File: src/rtl/serial_adder_pkg.sv
// Shared types and defaults for the bit-serial adder.
package serial_adder_pkg;

  typedef enum logic [1:0] {
    IDLE = 2'b00,
    RUN  = 2'b01,
    DONE = 2'b10
  } state_t;

  localparam int DEFAULT_WIDTH = 8;

endpackage

File: src/rtl/full_adder_bit.sv
// Single-bit full adder built from two half-adder stages.
module full_adder_bit (
  input  logic x,
  input  logic y,
  input  logic cin,
  output logic sum,
  output logic cout
);

  logic h1_s;
  logic h1_c;
  logic h2_c;

  // First half adder on the operand bits, second folds in the carry.
  always_comb begin
    h1_s = x ^ y;
    h1_c = x & y;
    sum  = h1_s ^ cin;
    h2_c = h1_s & cin;
    cout = h1_c | h2_c;
  end

endmodule

File: src/rtl/serial_adder.sv
// Bit-serial LSB-first adder: one full-adder cell, WIDTH cycles per add,
// valid/ready handshake on both operand and result sides.
module serial_adder
  import serial_adder_pkg::*;
#(
  parameter int WIDTH = DEFAULT_WIDTH
) (
  input  logic             clk,
  input  logic             rst_n,
  input  logic             in_valid,
  output logic             in_ready,
  input  logic [WIDTH-1:0] a,
  input  logic [WIDTH-1:0] b,
  output logic             out_valid,
  input  logic             out_ready,
  output logic [WIDTH-1:0] sum,
  output logic             carry
);

  localparam int CW = (WIDTH > 1) ? $clog2(WIDTH) : 1;
  localparam logic [CW-1:0] LAST = CW'(WIDTH - 1);

  state_t          state;
  state_t          state_d;
  logic [WIDTH-1:0] sa;
  logic [WIDTH-1:0] sb;
  logic [WIDTH-1:0] res;
  logic             c;
  logic [CW-1:0]    cnt;
  logic             fa_s;
  logic             fa_co;

  full_adder_bit u_fa (
    .x    (sa[0]),
    .y    (sb[0]),
    .cin  (c),
    .sum  (fa_s),
    .cout (fa_co)
  );

  // State register.
  always_ff @(posedge clk or negedge rst_n) begin
    if (!rst_n) state <= IDLE;
    else        state <= state_d;
  end

  // Next-state decode: accept in IDLE, leave RUN after the last bit, release on out_ready.
  always_comb begin
    state_d = state;
    case (state)
      IDLE:    if (in_valid)     state_d = RUN;
      RUN:     if (cnt == LAST)  state_d = DONE;
      DONE:    if (out_ready)    state_d = IDLE;
      default:                   state_d = IDLE;
    endcase
  end

  // Operand shifters, carry, bit counter and result register; result holds outside RUN.
  always_ff @(posedge clk or negedge rst_n) begin
    if (!rst_n) begin
      sa  <= '0;
      sb  <= '0;
      res <= '0;
      c   <= 1'b0;
      cnt <= '0;
    end else begin
      case (state)
        IDLE: begin
          if (in_valid) begin
            sa  <= a;
            sb  <= b;
            c   <= 1'b0;
            cnt <= '0;
          end
        end
        RUN: begin
          res <= {fa_s, res[WIDTH-1:1]};
          c   <= fa_co;
          sa  <= sa >> 1;
          sb  <= sb >> 1;
          // Counter parks on the last index so it never wraps.
          if (cnt != LAST) cnt <= cnt + CW'(1);
        end
        default: begin
        end
      endcase
    end
  end

  assign in_ready  = (state == IDLE);
  assign out_valid = (state == DONE);
  assign sum       = res;
  assign carry     = c;

endmodule
File: config.mk
export PLATFORM = sky130hd
export DESIGN_NAME = serial_adder
export DESIGN_NICKNAME = d
export VERILOG_FILES = /design/src/rtl/serial_adder_pkg.sv /design/src/rtl/full_adder_bit.sv /design/src/rtl/serial_adder.sv
export SDC_FILE = /design/constraint.sdc
export NUM_CORES = 1
export LEC_CHECK = 0
export CAP_MARGIN = 40
export CORE_MARGIN = 1.5
export CORE_UTILIZATION = 45
export CTS_BUF_LIST = sky130_fd_sc_hd__clkbuf_4 sky130_fd_sc_hd__clkbuf_8
export DETAILED_ROUTE_END_ITERATION = 10
export PLACE_DENSITY = 0.78
export REMOVE_ABC_BUFFERS = 1
export SLEW_MARGIN = 10
export SYNTH_ARGS = -nofsm -noshare
export SYNTH_HDL_FRONTEND = slang
export SYNTH_SLANG_ARGS = --single-unit
File: constraint.sdc
create_clock -name clk -period 1.35 [get_ports clk]
set_input_delay 0.27 -clock clk [delete_from_list [all_inputs] [get_ports clk]]
set_output_delay 0.27 -clock clk [all_outputs]
set_load 0.005 [all_outputs]
==> flow_summary.toml <==
[run]
cap_violations = 0

[min_path]
min_path_type = "input pin to async pin"

[worst_setup_path]
required_ns = 1.58
arrival_ns = 1.68
cp_max_fo = 7
crit_path_start = "state[0]$_DFFE_PN0P_"
critical_path_class = "register to register"
end_kind = "register"
cp-start-kind = "register"
r2r-start = "state[0]$_DFFE_PN0P_"

[floorplan]
die_w_um = 58.8
ios = 31
fp-row-count = 20
die_y_um = 58.8
start_util_pct = 46.7
die_area_mm2 = 0.00346
core_mm2 = 0.00300

[global_routing]
overflow = 0
grtUsageTotal_pct = 20.6
grt_pass1_vias = 1186
antenna_found_initial = 0
grt_pass1_wl_um = 5250
grt_max_degree = 31

[layout]
diodes = 0
fin_nets = 203
post_route_cells_drive_above_1_share_pct = 45.9
syn2layout_area_growth_pct = 60.5
num-fill-cells = 192

[drt]
drtPass1Iterations = 4
wirelength_um = 3920
via_per_inst = 5.91
drtIter0Drc = 75
wl_per_cell_um = 18.3
drc_errors = 0
drtAntennaViolNets = 0
vias = 1264

[clock_tree]
htree_levels = 2
worstSkewPairLatency_ns = 0.33
cts_root_buf = "clkbuf_4"
path_clk_slew_ns = 0.09
cts_buffers = 5
cts.sinks = 30
cts_hold_buf = 0
cts_tree = "done"
clockBufferDepth = 2

[synthesis]
postSynthCellCount = 117
ys_async_sr_fraction_pct = 100
avgSynthCellArea_um2 = 12.0
yosysWarnings = 0
synthDistinctLibCells = 30
ys_ff_latch = 30
post-synth-top-count-cell = "dfrtp_1"
synth_top_area_cell = "dfrtp_1"
synth_edf_count = 0
synth_area_mm2 = 0.00140
ys.flop_type = "dfrtp_1"
synth_top_cell_area_share_pct = 53.5
ys_seq_area_share_pct = 53.5
synth_area_leaders = "dfrtp_1, o22ai_1, mux2_2"
synthTopCellsByCount = "dfrtp_1, o22ai_1, a21oi_1"

[placed_design]
port_buffers = 30
dp_hpwl_um = 2140
pre_cts_slack_ns = -0.0983
gp_congestion = 0.803

[timing]
fin_skew_ns = 0.00500
timing.final.ws_setup_ns = -0.107
worstMarginPinSlew_ns = 0.342
finalHoldViolCount = 0
hold_slack_ns = 0.289
slew_violations = 0
finalCritPeriodShare_pct = 108
finalWorstPathRequiredPeriod_ns = 1.46
rsz0062_at_grt = "yes"
fmax_mhz = 686
finalSetupViolCount = 23
slew_headroom_pct = 77.2

[run_status]
violations = "setup timing"
status = "finished, violations left"

[power_and_ir_drop]
p_per_area_mw_per_mm2 = 2370
peakVddDrop_mv = 1.61
p_leak_nw = 1.00
## placed cells by master (no fill, tap or decap), drive strengths merged, types with 2 or more instances in the layout
cell / Yosys / routed
buf: 8 / 35
dfrtp: 30 / 30
o22ai: 20 / 20
clkdlybuf4s50: 0 / 19
dlygate4sd2: 0 / 9
a21oi: 9 / 9
mux2: 7 / 7
clkbuf: 0 / 5
inv: 6 / 5
nor2: 5 / 5
nand2b: 4 / 5
o21ai: 4 / 4
a2bb2oi: 4 / 4
a22oi: 3 / 3
o2bb2ai: 3 / 3
nand3b: 2 / 2
nand2: 2 / 2
clkinv: 0 / 2
o221a: 2 / 2
ha: 2 / 2
## kinds of logic (layout without fill, tap and decap cells)
group                    Yosys count  in the layout  share of synthesized area, %
adder cells (fa/ha/maj)            3              3                          3.21
AND/OR/NAND/NOR                   16             17                          7.76
multiplexers                       7              7                          5.62
buffers and inverters             14             77                          7.23
flip-flops                        30             30                          53.5
AO/OA/AOI/OAI                     47             47                          22.7
## cell type report
class	instances	area [µm²]	area share, %
Clock buffer	5	37.5	1.67
Sequential cell	30	751	33.4
Timing Repair Buffer	63	606	26.9
Clock inverter	3	40.0	1.78
Tap cell	33	41.3	1.83
Multi-Input combinational cell	74	749	33.3
Inverter	6	26.3	1.17
## metal layers
layer	wire [µm]	up-vias	part of all wire [%]	GRT usage, %
met5	0	-	0	0
met2	2020	40	52	35.1
met3	169	6	4.3	5.93
li1	-	572	-	-
met4	62	0	1.6	8.77
met1	1670	646	43	24.3
## worst max-delay path, stage by stage (launching register included)
cell and delay (ns):
dfrtp_1 0.41, buf_6 0.13, buf_6 0.10, buf_12 0.13, clkinvlp_4 0.17, buf_6 0.18, a32o_1 0.24
## stage by stage
| stage | setup TNS [ns] | total power, mW | std cells | utilization (%) | cell area [µm²] |
|---|---|---|---|---|---|
| 2_1_floorplan | 0 | 2.64 | 109 | - | 1320 |
| 3_3_place_gp | -0.418 | 3.34 | 184 | 58.9 | 1770 |
| 3_5_place_dp | -0.850 | 3.47 | 184 | 58.9 | 1770 |
| 4_1_cts | -1.07 | 4.44 | 206 | 66.4 | 1990 |
| 5_1_grt | -1.99 | 5.63 | 214 | 75.0 | 2250 |
| 6_report | -1.05 | 5.34 | 214 | 75.0 | 2250 |
## what timing repair did
action,in CTS,in global routing
buffers inserted,14,8
gates cloned,0,1
pin swaps,4,9
setup endpoints to repair,12,30
resized for setup,27,43
## state kept, by name, indices dropped and copies added, names as in the netlist
name / cells
cnt: 3
state: 2
sa: 8
sum: 8
carry: 1
sb: 8
## where the power goes
part           internal [mW]  switching [mW]  leakage [nW]  total [mW]
Combinational           1.75            1.21         0.600        2.95
Sequential              1.33           0.355         0.356        1.68
Clock                  0.383           0.320        0.0450       0.704
## final timing paths
check | to | slack [ns] | depth (start not counted)
worst max register to register | sb[7]$_DFFE_PN0P_ | -0.11 | 6
worst min register to register | sum[0]$_DFFE_PN0N_ | 0.51 | 1
worst max-delay path | sb[7]$_DFFE_PN0P_ | -0.11 | 6
worst min-delay path | sum[0]$_DFFE_PN0N_ | 0.29 | 2
max in group asynchronous | sa[2]$_DFFE_PN0P_ | 0.90 | 2
min in group clk | sa[7]$_DFFE_PN0P_ | 0.50 | 3
(Power assumes the default switching activity.)
